**src/rtl/hazard_unit.sv**
```systemverilog
`default_nettype none
// ============================================================================
// Module   : hazard_unit
// Purpose  : Pipeline hazard controller. It produces the stall, flush and
//            forwarding controls and tracks multi-cycle mult/div occupancy.
// Revision : 1.0 - initial release
// ============================================================================
module hazard_unit #(
    parameter int MD_LATENCY = 32,
    parameter int CW         = $clog2(MD_LATENCY + 1)
) (
    input  logic       clk,
    input  logic       reset,
    input  logic [4:0] rs_d,
    input  logic [4:0] rt_d,
    input  logic [4:0] rs_e,
    input  logic [4:0] rt_e,
    input  logic [4:0] writereg_e,
    input  logic [4:0] writereg_m,
    input  logic [4:0] writereg_w,
    input  logic       regwrite_e,
    input  logic       regwrite_m,
    input  logic       regwrite_w,
    input  logic       memtoreg_e,
    input  logic       memtoreg_m,
    input  logic       branch_d,
    input  logic       pcsrc_d,
    input  logic       md_op_d,
    input  logic       mfhilo_d,
    input  logic       md_start_e,
    output logic       stall_f,
    output logic       stall_d,
    output logic       flush_d,
    output logic       flush_e,
    output logic [1:0] forward_a_e,
    output logic [1:0] forward_b_e,
    output logic       forward_a_d,
    output logic       forward_b_d,
    output logic       md_busy,
    output logic       md_done
);

    typedef enum logic [0:0] {
        MD_IDLE = 1'b0,
        MD_BUSY = 1'b1
    } md_state_t;

    md_state_t     r_state;
    md_state_t     w_state_nxt;
    logic [CW-1:0] r_cnt;
    logic [CW-1:0] w_cnt_nxt;
    logic          r_done;
    logic          w_done_nxt;

    always_ff @(posedge clk or posedge reset) begin
        if (reset) begin
            r_state <= MD_IDLE;
            r_cnt   <= '0;
            r_done  <= 1'b0;
        end else begin
            r_state <= w_state_nxt;
            r_cnt   <= w_cnt_nxt;
            r_done  <= w_done_nxt;
        end
    end

    // md_done is registered, so it is set on the edge where the count reaches 1.
    always_comb begin
        w_state_nxt = r_state;
        w_cnt_nxt   = r_cnt;
        w_done_nxt  = 1'b0;
        case (r_state)
            MD_IDLE: begin
                if (md_start_e) begin
                    w_state_nxt = MD_BUSY;
                    w_cnt_nxt   = CW'(MD_LATENCY);
                end
            end
            MD_BUSY: begin
                if (r_cnt == CW'(1)) begin
                    w_state_nxt = MD_IDLE;
                    w_cnt_nxt   = '0;
                end else begin
                    w_cnt_nxt  = r_cnt - CW'(1);
                    w_done_nxt = (r_cnt == CW'(2));
                end
            end
            default: begin
                w_state_nxt = MD_IDLE;
                w_cnt_nxt   = '0;
            end
        endcase
    end

    assign md_busy = (r_state == MD_BUSY);
    assign md_done = r_done;

    logic w_e_valid;
    logic w_m_valid;
    logic w_w_valid;
    logic w_lwstall;
    logic w_brstall;
    logic w_mdstall;
    logic w_stall;

    assign w_e_valid = regwrite_e && (writereg_e != 5'd0);
    assign w_m_valid = regwrite_m && (writereg_m != 5'd0);
    assign w_w_valid = regwrite_w && (writereg_w != 5'd0);

    assign w_lwstall = memtoreg_e && (writereg_e != 5'd0) &&
                       ((writereg_e == rs_d) || (writereg_e == rt_d));
    assign w_brstall = branch_d &&
                       ((w_e_valid && ((writereg_e == rs_d) || (writereg_e == rt_d))) ||
                        (memtoreg_m && (writereg_m != 5'd0) &&
                         ((writereg_m == rs_d) || (writereg_m == rt_d))));
    assign w_mdstall = md_busy && (mfhilo_d || md_op_d);
    assign w_stall   = w_lwstall || w_brstall || w_mdstall;

    // Every control is held inactive while reset is asserted.
    always_comb begin
        stall_f     = 1'b0;
        stall_d     = 1'b0;
        flush_e     = 1'b0;
        flush_d     = 1'b0;
        forward_a_e = 2'b00;
        forward_b_e = 2'b00;
        forward_a_d = 1'b0;
        forward_b_d = 1'b0;
        if (!reset) begin
            stall_f = w_stall;
            stall_d = w_stall;
            flush_e = w_stall;
            flush_d = pcsrc_d && !w_stall;
            if (w_m_valid && (writereg_m == rs_e))
                forward_a_e = 2'b10;
            else if (w_w_valid && (writereg_w == rs_e))
                forward_a_e = 2'b01;
            if (w_m_valid && (writereg_m == rt_e))
                forward_b_e = 2'b10;
            else if (w_w_valid && (writereg_w == rt_e))
                forward_b_e = 2'b01;
            forward_a_d = w_m_valid && (writereg_m == rs_d);
            forward_b_d = w_m_valid && (writereg_m == rt_d);
        end
    end

endmodule
`default_nettype wire

```
**config.mk**
```make
export PLATFORM = sky130hd
export DESIGN_NAME = hazard_unit
export DESIGN_NICKNAME = d
export VERILOG_FILES = /design/src/rtl/hazard_unit.sv
export SDC_FILE = /design/constraint.sdc
export NUM_CORES = 1
export LEC_CHECK = 0
export ABC_AREA = 1
export CAP_MARGIN = 5
export CORE_ASPECT_RATIO = 1.2
export CORE_MARGIN = 2
export CORE_UTILIZATION = 40
export CTS_CLUSTER_DIAMETER = 200
export CTS_CLUSTER_SIZE = 10
export DETAILED_ROUTE_END_ITERATION = 8
export MAX_ROUTING_LAYER = met4
export PLACE_DENSITY = 0.8
export SETUP_SLACK_MARGIN = 0.15
export SLEW_MARGIN = 20
export SYNTH_ARGS = -nofsm -noshare
export SYNTH_HDL_FRONTEND = slang
export SYNTH_SLANG_ARGS = --single-unit
```
**constraint.sdc**
```tcl
create_clock -name clk -period 1.5 [get_ports clk]
set_clock_uncertainty 0.15 [all_clocks]
set_input_delay 0.15 -clock clk [delete_from_list [all_inputs] [get_ports clk]]
set_output_delay 0.15 -clock clk [all_outputs]
set_load 0.01 [all_outputs]
```
After elaboration in Yosys (flattened, before gate mapping):

Cells that the tools add are included.

* register bits after elaboration: 8
* input bits: 47
* output and inout port bits: 12
* word-level logic and storage cells: 61

* add/sub/neg operators: 1
* equal/unequal tests: 11
* muxes and demuxes: 18
* bitwise operators: 1
* reduce and logical (&&, ||, !) cells: 27

Operators with widths (number)
* == test 5 bit: 8
* logical AND 1 bit: 17
* nonzero test 5 bit: 3
* 2-to-1 mux 6 bit: 2
* case mux 6 bit (2 select lines): 1
* 2-to-1 mux 1 bit: 10
* 2-to-1 mux 2 bit: 4
* == test 6 x 1 -> 1 bit, second input constant: 1
* == test 6 x 2 -> 1 bit, second input constant: 1
* logical OR 1 bit: 6
* subtractor 6 x 1 -> 6 bit, second input constant: 1
* inequality test 2 bit, second input constant: 1
* case mux 1 bit (2 select lines): 1
* logical NOT 1 bit: 1
* NOT 1 bit: 1

Depth between registers and ports, before layout:

Gate-level depths: netlist of run 1.

* word-level depth: 10
* depth in mapped cells: 12
* mapped depth without buffers: 10

Least setup slack after synthesis of run 1:

OpenSTA, ideal clock, no wires.

* path kind: input to output
* start: input writereg_m[2]
* end: output stall_d
* data arrival time: 1.076 ns
* required time: 1.200 ns
* setup slack: 0.124 ns
* cell stages on the path: 12
* buffers on the path: 2
* path through: buf_2 > inv_2 > nand2_1 > nand2_1 > nor2_1 > nand3_1 > nand2_1 > nand2_1 > nand3_2 > nand2_1 > inv_1 > buf_4

* cells in the longest elaborated chain, start to end: 8
* elaborated cells on any way between the ends: 11
* classes of those cells: 2 x eq/ne; 1 x mux; 8 x reduce/logical

RTL lines
* from (decl): RTL line 19 `input logic [4:0] writereg_m,`
* == test 5 bit / nonzero test 5 bit (equally long branches): RTL line 115, 114
* logical OR 1 bit / logical AND 1 bit (equally long branches): RTL line 115, 114
* logical AND 1 bit (*): RTL line 114 `(memtoreg_m && (writereg_m != 5'd0) &&`
* logical OR 1 bit (*): RTL line 113 `((w_e_valid && ((writereg_e == rs_d) || (writereg_e == rt_d))) ||`
* logical AND 1 bit (*): RTL line 112 `assign w_brstall = branch_d &&`
* logical OR 1 bit (*) (2 in series): RTL line 117 `assign w_stall = w_lwstall || w_brstall || w_mdstall;`
* 2-to-1 mux 1 bit (*)
* to (decl): RTL line 32 `output logic stall_d,`

Mark *: on every way between the ends. The rest lies on a longest branch, timed or not.

Worst setup path after layout of run 1:

* start: input writereg_m[3]
* end: output forward_b_e[0]

* cells in the longest elaborated chain, start to end: 5
* elaborated cells on any way between the ends: 6
* classes of those cells: 1 x eq/ne; 2 x mux; 3 x reduce/logical

RTL lines
* nonzero test 5 bit: RTL line 107 `assign w_m_valid = regwrite_m && (writereg_m != 5'd0);`
* logical AND 1 bit: RTL line 107
* logical AND 1 bit (*): RTL line 138 `if (w_m_valid && (writereg_m == rt_e))`
* 2-to-1 mux 2 bit (*): RTL line 138
* 2-to-1 mux 2 bit (*): RTL line 129 `if (!reset) begin`
* to (decl): RTL line 36 `output logic [1:0] forward_b_e,`

Marks and branches as above.

==> results of run 1 <==
## flip-flops by register name, indices dropped and copies added, names as in the netlist
signal and cells:
md_busy 1, md_done 1, r_cnt 6
## worst max-delay path: stages
cell	delay (ps)
buf_12	110
buf_6	110
xnor2_2	110
nand2_1	80
nor3_2	190
nand2_2	80
and3_4	150
buf_6	110
## cells by family (layout without fill, tap and decap cells)
| group | count (synthesis) | in the layout | synth area share (%) |
|---|---|---|---|
| compound gates | 19 | 19 | 9.33 |
| xor+xnor | 18 | 18 | 13.5 |
| fa+ha+maj | 3 | 3 | 3.22 |
| simple gates | 117 | 117 | 41.7 |
| buf+inv | 44 | 116 | 15.0 |
| flops | 8 | 8 | 17.2 |
## per-stage QoR
step	util, %	setup WS [ps]	cell area (um^2)	total power [mW]	hold slack, ps
floorplan	-	159	1170	0.373	-215
global placement	66.6	-836	1850	0.573	345
detailed placement	66.6	-842	1850	0.578	363
CTS	68.1	107	1900	0.745	358
global route	71.4	24.6	1990	0.824	392
finish	71.4	99.4	1990	0.780	370
## final timing paths
kind / startpoint / endpoint / slack (ps) / depth (start not counted)
setup / recovery: writereg_m[3] / forward_b_e[0] / 100 / 8
hold / removal: md_start_e / md_busy / 370 / 3
setup reg to reg: r_cnt[2] / r_cnt[3] / 200 / 6
hold reg to reg: r_cnt[0] / r_cnt[0] / 380 / 1
max in group asynchronous: reset / md_busy / 360 / 4
min in group asynchronous: reset / r_cnt[3] / 580 / 4
## layer usage
metal,up-vias,track usage [%],routed length (um)
li1,793,-,-
met1,673,26.7,1520
met2,64,41.4,2010
met3,13,2.13,179
met4,0,9.29,106
met5,-,-,0
## cells in the final DEF (no fill, tap or decap), types with 4 or more instances in the layout
master and n:
buf_4 16, buf_6 14, dfrtp_1 8, o22ai_1 4, xor2_1 9, nor2_2 5
a21oi_1 4, nand2_1 61, o21ai_1 4, dlygate4sd2_1 9, xnor2_1 6, buf_2 19
nand3_2 6, nand2_2 9, nand3_1 5, inv_1 18, nor3_2 6, inv_2 20
nor2_1 15
## layout make-up
| cell class | instances | share of cell area (%) |
|---|---|---|
| Timing Repair Buffer | 73 | 31.6 |
| Inverter | 40 | 7.67 |
| Sequential cell | 8 | 10.1 |
| Multi-Input combinational cell | 157 | 47.4 |
| Tap cell | 34 | 2.14 |
| Clock buffer | 3 | 1.13 |
## power groups by stage
stage                     registers (mW)  logic, mW  clock network [mW]
after floorplan                    0.220      0.153                   0
after global placement             0.220      0.354                   0
after detailed placement           0.220      0.358                   0
after CTS                          0.216      0.362               0.166
after global routing               0.216      0.427               0.182
final                              0.216      0.392               0.172
## what timing repair did
item,CTS,global route
setup buffers,0,2
gates resized for setup,224,50
endpoints found under the hold margin,8,0
hold buffers,1,0
pin swaps,42,34
setup endpoints to repair,19,18
==> results.toml, run 1 <==
[worst_setup_path]
start_kind = "input pin"
end_kind = "output port"
cp_data_required_time_ps = 1200
arrival_ps = 1100
crit_type = "in2out"
crit_fanout = 5

[clock_tree]
htreeDepth = 1
clock_latency_ps = 260
numClockSinks = 8
cts_root_buffer = "clkbuf_4"
cts_buffers = 3
clock_path_buffers = 2
clk_pin_slew_ps = 50
tritoncts = "built"

[route]
drt_first_iter_violations = 27
wl_per_cell_um = 12.1
vias = 1543
drt_first_pass_iters = 5
drt-total-wl_um = 3820
remaining_drc_errors = 0
drtAntennaViolNets = 0
vias_per_cell = 4.90

[timing]
period_minus_slack_ps = 1400
fin_crit_sh_pct = 93.4
max_freq_ghz = 0.714
setup_viol = 0
finalSetupTns_ps = 0
slew-limit-headroom_pct = 75.2
slew_violations = 0
tightest_slew_ps = 371
hold_viol_final = 0
grt_setup_unrepaired = "true"

[yosys]
syn_area_mm2 = 0.00117
synthArstFlopShare_pct = 100
synth.net_count = 259
synthFlopType = "dfrtp_1"
synth_enable_flop_cells = 0
synth_common_cells = "72 x nand2_1, 29 x inv_1, 20 x nor2_1"
ys_ff_latch = 8
syn-instance-count = 209
synth_top_area_share_pct = 23.2
ys_seq_area_share_pct = 17.2
synth_area_per_cell_um2 = 5.58
synth_cell_type_count = 27
yosysWarnings = 0
yosys.area.top_type = "nand2_1"
synthTopCellsByArea = "nand2_1 23%, dfrtp_1 17%, inv_1 9.3%, xnor2_1 6.8%, xor2_1 6.8%"
synth_most_common_cell = "nand2_1"

[global_routing]
grt_pass1_wl_um = 5940
grt_start_max_net_pins = 9
grt_overflow = 0
antenna_found_initial = 0
grt.total_usage_pct = 23.6
grt_pass1_vias = 1446

[cells_and_area]
areaGrowthSynthToFinish_pct = 70.6
multi_input_area_um2 = 942
final_nets = 333
final_cells = 315
fill_cells = 251
drive_above_1_share_pct = 41.6
ff_latch_area_um2 = 200
diodes = 0

[pwr]
vdd_drop_max_uv = 242
pwr-share-clk_pct = 22.0
p_int_mw = 0.509
p_sw_mw = 0.271
seqPwrFrac_pct = 27.7
power_density_mw_per_mm2 = 392
p_sw_share_pct = 34.7
pwr-share-comb_pct = 50.3
p_leak_nw = 1.09

[floorplanning]
die_w_um = 53.3
row_count = 21
die_h_um = 63.1
dieArea_mm2 = 0.00337
core_area_mm2 = 0.00279
ios = 59
start_util_pct = 41.9

[place]
place.gp.congestion = 0.882
dp.cells = 309
portBuffers = 58
dp_hpwl_um = 2760

[flow_run]
drv_cap = 0

[outcome]
status = "completed"

[min_path]
hold_class = "in2reg"
Note: power is estimated with default switching activity, not from simulation.
==> inputs of run 2 (changes only) <==
Settings changed: SETUP_SLACK_MARGIN 0.15 to not set.
==> run 2 against run 1 <==
Via count decreased by 3.4%. First-iteration DRC count increased by 37%. Power decreased by 8.1%. Design area decreased by 9.1%. Wire length decreased by 10%. Critical path type unchanged.
==> results.toml, run 2 (synthesized netlist as in run 1, its figures left out) <==
[outcome]
status = "completed"

[pwr]
p_leak_nw = 1.03
finalPower_mw = 0.716
pwr-share-clk_pct = 22.9
p_sw_share_pct = 33.8
p_int_mw = 0.474
p_sw_mw = 0.242
vdd_drop_max_uv = 357
pwr-share-comb_pct = 46.9
seqPwrFrac_pct = 30.2
power_density_mw_per_mm2 = 396

[worst_setup_path]
cp_data_required_time_ps = 1200
arrival_ps = 1160
crit_start = "regwrite_m"
crit_family = "buffers and inverters"
path_cells = "clkdlybuf4s50_1, nand2_2, nor3_2, clkdlybuf4s15_1"
worstReg2RegStart = "r_cnt[2]"
r2r_setup_slack_ps = 180
slowest_delay_ps = 470
crit_path_top_delay_cell = "clkdlybuf4s50_1"
crit_type = "in2out"
crit_fanout = 3
start_kind = "input pin"
crit_buf_inv = 2
end_kind = "output port"

[cells_and_area]
drive_above_1_share_pct = 27.6
final_nets = 331
diodes = 0
areaGrowthSynthToFinish_pct = 55.0
layout_commonest_cell = "nand2_1"
final_cells = 313
mostFrequentLayoutCells = "68 x nand2_1, 24 x inv_1, 18 x nor2_1"
largest_reg_flops = 6
top_register = "r_cnt"
fill_cells = 293
final_util_pct = 64.9

[place]
pre_cts_ws_ps = -844
dp_hpwl_um = 2820
dp.cells = 309
place.gp.congestion = 0.906
portBuffers = 58

[timing]
tightest_slew_ps = 388
grt_setup_unrepaired = "false"
hold_viol_final = 0
fin_crit_sh_pct = 97.5
max_freq_ghz = 0.684
setup_ws_ps = 37.7
setup_viol = 0
slew-limit-headroom_pct = 74.0
slew_violations = 0
period_minus_slack_ps = 1460
finalSetupTns_ps = 0

[global_routing]
grt.total_usage_pct = 22.3
grt_overflow = 0
grt_start_max_net_pins = 9
grt_pass1_vias = 1423
grt_pass1_wl_um = 5750
antenna_found_initial = 0

[clock_tree]
cts_setup_buffers = 0
cts_root_buffer = "clkbuf_4"
clk_pin_slew_ps = 50
cts_buffers = 3
clock_latency_ps = 250
clock_path_buffers = 2
tritoncts = "built"
numClockSinks = 8
htreeDepth = 1

[route]
wl_per_cell_um = 11.0
drtAntennaViolNets = 0
vias = 1490
drt_first_pass_iters = 4
remaining_drc_errors = 0
vias_per_cell = 4.76
drt_first_iter_violations = 37
drt-total-wl_um = 3430

[floorplanning]
dieArea_mm2 = 0.00337
start_util_pct = 41.9
die_h_um = 63.1
row_count = 21
die_w_um = 53.3
core_area_mm2 = 0.00279
ios = 59

[min_path]
worstHoldStart = "r_cnt[0]"
hold_class = "reg2reg"

[flow_run]
drv_cap = 0
==> run 2: changes by cell type in the layout (fill, tap and decap cells not counted), sizes merged <==
cell / delta
clkdlybuf4s15: -1
dlygate4sd2: +7
buf: -18
clkdlybuf4s50: +5
clkbuf: +5
==> run 2: worst paths after layout <==
| check | endpoint | cells after the start |
|---|---|---|
| worst max-delay path | forward_b_d | 4 |
| max in group asynchronous | r_cnt[5] | 4 |
| worst min register to register | r_cnt[0] | 1 |
| worst min-delay path | r_cnt[0] | 1 |
| min in group asynchronous | r_cnt[0] | 4 |
| worst max register to register | r_cnt[5] | 7 |
==> run 2: layout make-up <==
cell class	instances	area, um^2	area share, %
sequential	8	200	11.1
inverter	40	150	8.30
timing repair buffer	71	547	30.2
multi-input combinational	157	846	46.8
tap	34	42.5	2.35
clock buffer	3	22.5	1.25
==> run 2: per-layer routing <==
metal / up-vias / global-route usage (%) / routed length, um / share of wire [%]
met2: 43 / 39.5 / 1770 / 51
met3: 2 / 4.98 / 176 / 5.1
met1: 662 / 25.3 / 1480 / 43
met5: - / - / 0 / 0
li1: 783 / - / - / -
met4: 0 / 3.53 / 14 / 0.41
==> run 2: timing repair <==
item | CTS | global route
hold buffers | 1 | 0
endpoints found under the setup margin | 11 | 15
hold endpoints to repair | 8 | 0
pin swaps | 21 | 16
gates cloned | 0 | 0
gates resized for setup | 135 | 36
==> run 2: worst register-to-register path, stage by stage, from the launching register on <==
cell and delay, ps:
dfrtp_1 390, inv_2 60, nand2_1 70, inv_1 80, nand3_1 100, nor2_1 140, xnor2_1 130, o21ai_1 70
==> run 2: metrics by stage <==
step	instance area (um^2)	hold slack (ps)
3_5_place_dp	1850	349
4_1_cts	1860	363
3_3_place_gp	1850	346
6_report	1810	365
5_1_grt	1810	402
2_1_floorplan	1170	-215
==> run 2: power groups by stage <==
stage | Sequential (mW) | Combinational, mW | Clock, mW
finish | 0.216 | 0.336 | 0.164
floorplan | 0.220 | 0.153 | 0
global route | 0.216 | 0.372 | 0.179
global placement | 0.220 | 0.352 | 0
CTS | 0.216 | 0.337 | 0.168
detailed placement | 0.220 | 0.357 | 0
